File: config.mk
export PLATFORM = sky130hd
export DESIGN_NAME = sha256_xmss_multiblock
export DESIGN_NICKNAME = d
export VERILOG_FILES = /design/src/rtl/sha256_xmss_multiblock.sv
export SDC_FILE = /design/constraint.sdc
export NUM_CORES = 2
export LEC_CHECK = 0
export CAP_MARGIN = 5
export CELL_PAD_IN_SITES_DETAIL_PLACEMENT = 1
export CELL_PAD_IN_SITES_GLOBAL_PLACEMENT = 1
export CORE_AREA = 2 2 604 606
export CTS_CLUSTER_SIZE = 16
export DETAILED_ROUTE_END_ITERATION = 12
export DIE_AREA = 0 0 606 608
export PLACE_DENSITY_LB_ADDON = 0.1
export SYNTH_ARGS = -nofsm -noshare
export SYNTH_HDL_FRONTEND = slang
export SYNTH_SLANG_ARGS = --single-unit
File: constraint.sdc
create_clock -name clk -period 3.22 [get_ports clk]
set_input_delay 0.644 -clock clk [delete_from_list [all_inputs] [get_ports clk]]
set_output_delay 0.644 -clock clk [all_outputs]
set_load 0.005 [all_outputs]
File: src/rtl/sha256_xmss_multiblock.sv
`default_nettype none
// ============================================================================
// sha256_xmss_multiblock : multi-block SHA-256 sequencer with stored midstates
// Revision 1.0
// ============================================================================
module sha256_xmss_multiblock #(
    parameter int MAX_BLOCKS = 4,
    parameter int SLOTS      = 2,
    parameter int WCNT_W     = $clog2(2*MAX_BLOCKS+1),
    parameter int SEL_W      = $clog2(SLOTS)
) (
    input  logic              clk,
    input  logic              reset,
    input  logic              start,
    input  logic [WCNT_W-1:0] msg_words,
    input  logic              store_intermediate,
    input  logic              continue_intermediate,
    input  logic [SEL_W-1:0]  slot_sel,
    output logic              blk_req,
    input  logic              blk_valid,
    input  logic [511:0]      blk_data,
    output logic [255:0]      data_out,
    output logic              data_out_valid,
    output logic              done,
    output logic              busy,
    output logic              err,
    output logic [SLOTS-1:0]  slot_valid,
    output logic              sha256_start,
    output logic              sha256_init_message,
    output logic              sha256_init_iv,
    output logic [511:0]      sha256_data_in,
    input  logic [255:0]      sha256_data_out,
    input  logic              sha256_data_out_valid,
    input  logic              sha256_done,
    input  logic              sha256_busy
);

    typedef enum logic [2:0] {
        IDLE     = 3'd0,
        LOAD_IV  = 3'd1,
        WAIT_BLK = 3'd2,
        COMPRESS = 3'd3,
        PAD      = 3'd4,
        FINISH   = 3'd5
    } state_t;

    localparam logic [WCNT_W:0] MAX_WORDS = (WCNT_W+1)'(2*MAX_BLOCKS);

    state_t            state;
    logic [WCNT_W-1:0] msg_q;
    logic [WCNT_W-1:0] remaining;
    logic              store_q;
    logic              cont_q;
    logic              first_blk;
    logic [SEL_W-1:0]  sel_q;
    logic [255:0]      slot_mem [SLOTS];

    logic              start_bad;
    logic [WCNT_W-1:0] blocks_needed;
    logic [63:0]       msg_len;
    logic              unused_core;

    // Completion is taken from sha256_done alone; the core's valid/busy are informational.
    assign unused_core = sha256_data_out_valid ^ sha256_busy;

    assign start_bad = (msg_words == '0)
                     || ({1'b0, msg_words} > MAX_WORDS)
                     || (store_intermediate && continue_intermediate)
                     || (store_intermediate && (msg_words < WCNT_W'(2)))
                     || (continue_intermediate && !slot_valid[slot_sel]);

    assign blocks_needed = (msg_words >> 1) + WCNT_W'(msg_words[0]);

    // A resumed hash already covers the 512-bit block folded into the midstate.
    assign msg_len = ({{(64-WCNT_W){1'b0}}, msg_q} << 8) + (cont_q ? 64'd512 : 64'd0);

    always_ff @(posedge clk or negedge reset) begin
        if (!reset) begin
            state               <= IDLE;
            msg_q               <= '0;
            remaining           <= '0;
            store_q             <= 1'b0;
            cont_q              <= 1'b0;
            first_blk           <= 1'b0;
            sel_q               <= '0;
            blk_req             <= 1'b0;
            data_out            <= '0;
            data_out_valid      <= 1'b0;
            done                <= 1'b0;
            busy                <= 1'b0;
            err                 <= 1'b0;
            slot_valid          <= '0;
            sha256_start        <= 1'b0;
            sha256_init_message <= 1'b0;
            sha256_init_iv      <= 1'b0;
            sha256_data_in      <= '0;
            for (int i = 0; i < SLOTS; i++) slot_mem[i] <= '0;
        end else begin
            done         <= 1'b0;
            err          <= 1'b0;
            sha256_start <= 1'b0;
            case (state)
                IDLE: begin
                    if (start) begin
                        if (start_bad) begin
                            err <= 1'b1;
                        end else begin
                            busy           <= 1'b1;
                            data_out_valid <= 1'b0;
                            msg_q          <= msg_words;
                            store_q        <= store_intermediate;
                            cont_q         <= continue_intermediate;
                            sel_q          <= slot_sel;
                            remaining      <= blocks_needed;
                            first_blk      <= 1'b1;
                            if (continue_intermediate) begin
                                state               <= LOAD_IV;
                                sha256_start        <= 1'b1;
                                sha256_init_iv      <= 1'b1;
                                sha256_init_message <= 1'b0;
                                sha256_data_in      <= {slot_mem[slot_sel], 256'd0};
                            end else begin
                                state   <= WAIT_BLK;
                                blk_req <= 1'b1;
                            end
                        end
                    end
                end
                LOAD_IV: begin
                    sha256_init_iv <= 1'b0;
                    blk_req        <= 1'b1;
                    state          <= WAIT_BLK;
                end
                WAIT_BLK: begin
                    if (blk_req && blk_valid) begin
                        blk_req             <= 1'b0;
                        remaining           <= remaining - WCNT_W'(1);
                        sha256_start        <= 1'b1;
                        sha256_init_message <= first_blk && !cont_q;
                        if ((remaining == WCNT_W'(1)) && msg_q[0])
                            sha256_data_in <= {blk_data[511:256], 32'h80000000, 160'd0, msg_len};
                        else
                            sha256_data_in <= blk_data;
                        state <= COMPRESS;
                    end
                end
                COMPRESS: begin
                    if (sha256_done) begin
                        sha256_init_message <= 1'b0;
                        first_blk           <= 1'b0;
                        if (first_blk && store_q) begin
                            slot_mem[sel_q]   <= sha256_data_out;
                            slot_valid[sel_q] <= 1'b1;
                        end
                        if (remaining != '0) begin
                            blk_req <= 1'b1;
                            state   <= WAIT_BLK;
                        end else if (!msg_q[0]) begin
                            sha256_start   <= 1'b1;
                            sha256_data_in <= {32'h80000000, 416'd0, msg_len};
                            state          <= PAD;
                        end else begin
                            done           <= 1'b1;
                            data_out       <= sha256_data_out;
                            data_out_valid <= 1'b1;
                            state          <= FINISH;
                        end
                    end
                end
                PAD: begin
                    if (sha256_done) begin
                        done           <= 1'b1;
                        data_out       <= sha256_data_out;
                        data_out_valid <= 1'b1;
                        state          <= FINISH;
                    end
                end
                FINISH: begin
                    busy  <= 1'b0;
                    state <= IDLE;
                end
                default: state <= IDLE;
            endcase
        end
    end

endmodule
`default_nettype wire
==> run_results.csv <==
group,metric,value,unit
status,status,"complete, no violations",
placement,place.gp.congestion,0.764,
synth,synth_most_common_cell,"dfrtp_1",
worst_setup_path,reg2reg_from,"remaining[0]$_DFFE_PN0P_",
worst_setup_path,path_common_cell,"buf_12",
worst_setup_path,reg2reg_to,"sha256_data_in[283]$_DFFE_PN0P_",
synth,syn_nets,5076,
timing,setup_viol,0,
floorplanning,core-area,362000,um^2
pwr,p_total,60.4,mW
synth,synth_area_leaders,"dfrtp_1 (58%), mux2_2 (16%), mux2i_1 (9.1%), mux2_1 (5.2%), o21ai_0 (2.4%)",
synth,synth_top_cell_area_share,57.9,%
finish,syn_to_final_growth,50.5,%
timing,slew_viol_final,0,
clock_network,cts_made_buffers,186,
grt,grt_pass1_wl,400,mm
clock_network,clk_latency,880,ps
floorplanning,fp.dieH,608,um
floorplanning,ios,1560,
synth,async_reset_ff_share,100,%
timing,timing.slew.headroom,33.1,%
synth,synth_cell_type_count,58,
routing,firstDrtPassIters,4,
synth,synth_area_leader_cell,"dfrtp_1",
worst_setup_path,cp_cell_sequence,"inv_1, ha_1, or3b_2, nor4_1, a211o_4, buf_12, buf_12, mux2_1",
clock_network,tritoncts,"yes",
timing,worst_pin_slew,1000,ps
routing,wl,296,mm
pwr,p_leak,39.0,nW
timing,skew,50.4,ps
timing,rsz0062_at_grt,"no",
worst_setup_path,crit_start,"remaining[0]$_DFFE_PN0P_",
placement,dp_hpwl,229,mm
routing,drc,0,
routing,drt_iter0_markers,1465,
worst_setup_path,cp.required,3940,ps
floorplanning,rows,221,
clock_network,cts.clk_slew.worst_paths,60,ps
pwr,irDropWorstVdd,0.409,mV
clock_network,root_buffer,"clkbuf_16",
worst_setup_path,start_kind,"flop",
worst_setup_path,slowest_stage,"or3b_2",
timing,period_share,88.6,%
clock_network,numClockSinks,1305,
routing,vias,41200,
floorplanning,initial_core_util,15.6,%
synth,synth_commonest_cells,"dfrtp_1 (1305), mux2_2 (776), mux2i_1 (511), o21ai_0 (265), nand3_1 (263)",
grt,grt_pass1_vias,45500,
finish,design_area,84800,um^2
worst_setup_path,r2r_setup_slack,370,ps
synth,synth_warnings,0,
synth,netlist_instances,4286,
clock_network,htree_levels,4,
grt,grt-ovfl-total,0,
worst_setup_path,crit_arrival,3570,ps
timing,hold_viol_final,0,
routing,wl_per_cell,27.2,um
grt,grt_max_degree,108,
synth,syn-cell-area,56400,um^2
clock_network,cts_setup_buffers,0,
synth,ys_seq_area_share,57.9,%
synth,synthFlopType,"dfrtp_1",
synth,syn_avg_cell_area,13.2,um^2
worst_setup_path,cp_slowest_stage_delay,510,ps
job,cap_viol_max_count,0,
floorplanning,die_x,606,um
worst_setup_path,worstSetupPathType,"reg2reg",
finish,final_nets,6705,
worst_setup_path,critPathCaptureType,"flop",
timing,fin_crit,2850,ps
synth,synth-seq-cells,1305,
grt,grtUsageTotal,15.6,%
finish,drive_gt1_share,20.6,%
timing,max_freq,351,MHz
routing,viasPerCell,3.78,
synth,synth-edff-count,0,
worst_setup_path,cp_max_fo,34,
worst_hold_path,hp-class,"in2async",
clock_network,clockBufferDepth,4,
placement,port_buffers,1557,
grt,antenna_found_initial,132,
placement,place_area,78600,um^2
floorplanning,die-area,368000,um^2
placement,pre_cts_ws,-92.0,ps
worst_setup_path,rr_worst_depth,8,
pwr,power_density,712,nW/um^2
routing,antenna_left,0,
timing,finalWorstSetupSlack,368,ps
[stage by stage]
stage | util [%] | setup TNS (ps) | hold WS, ps | std cells
6_report | 23.4 | 0 | 305 | 10900
5_1_grt | 23.4 | 0 | 263 | 10900
4_1_cts | 23.4 | 0 | 202 | 10900
3_5_place_dp | 21.7 | -9570 | 475 | 10500
3_3_place_gp | 21.7 | -13950 | 466 | 10500
2_1_floorplan | - | 0 | 348 | 4286
[layout make-up]
class,count,area [um^2]
clock buffers,276,5340
flip-flops and latches,1305,32700
well taps,4794,6000
inverters,262,991
diodes,24,60.1
multi-input cells,2426,21100
repair buffers,1734,17800
fillers,39800,277000
clock inverters,59,816
[logic make-up after synthesis]
family	count (synthesis)	share of synthesized area (%)
buf+inv	555	4.65
mux	1547	29.8
compound gates	298	2.78
fa+ha+maj	8	0.178
simple gates	571	4.66
flops	1305	57.9
xor+xnor	2	0.0311
[registers in the layout (all words and copies together), names as in the netlist, 2 cells and up]
| register | count |
|---|---|
| data_out | 256 |
| msg_q | 4 |
| remaining | 4 |
| sha256_data_in | 512 |
| slot_mem | 512 |
| slot_valid | 2 |
| state | 3 |
[per-layer routing]
metal / vias to the layer above / routed length, um / global-route usage, %
li1: 18200 / - / -
met1: 21200 / 102000 / 15.6
met2: 1210 / 162000 / 30.5
met3: 479 / 21600 / 4.90
met4: 82 / 8770 / 4.52
met5: - / 524 / 0
[cell usage in the layout (no fill, tap or decap), types with 8 or more instances in the layout]
master           count
buf_4              106
nor3_1              10
clkbuf_8            33
diode_2             24
clkinv_2            31
a21oi_1              9
mux2i_1            511
dfrtp_1           1305
nand3_1            263
ha_1                 8
nand2_1            259
clkbuf_16          187
o21ai_0            265
clkbuf_1            56
mux2_1             260
bufinv_16           15
buf_12              70
mux2_2             776
clkdlybuf4s50_1   1555
inv_1              261
[power breakdown]
part           switching [mW]  internal [mW]  leakage (nW)
sequential               2.43           20.4          17.2
clock                    8.64           12.7          3.03
combinational            7.31           8.92          18.9
total                    18.4           42.0          39.0
[critical path, delay by kind of cell, from the launching register on]
kind | cells | cell delay [ps]
buffers and inverters | 3 | 640
DFF | 1 | 440
AOI/OAI and AO/OA | 1 | 240
adders and majority gates | 1 | 190
and+or+nand+nor | 2 | 800
muxes | 1 | 350
[what timing repair did]
item,in CTS,in global routing
endpoints found under the hold margin,38,0
setup endpoints to repair,0,0
hold buffers,1,0
gates resized for setup,0,0
[how the worst max path moves through the flow]
stage	endpoint	slack, ps
finish	sha256_data_in[283]$_DFFE_PN0P_	370
global route	sha256_data_in[90]$_DFFE_PN0P_	200
CTS	data_out_valid	260
detailed placement	sha256_data_in[118]$_DFFE_PN0P_	-90
global placement	sha256_data_in[283]$_DFFE_PN0P_	-100
floorplan	sha256_data_in[394]$_DFFE_PN0P_	870
(Power assumes the default switching activity.)
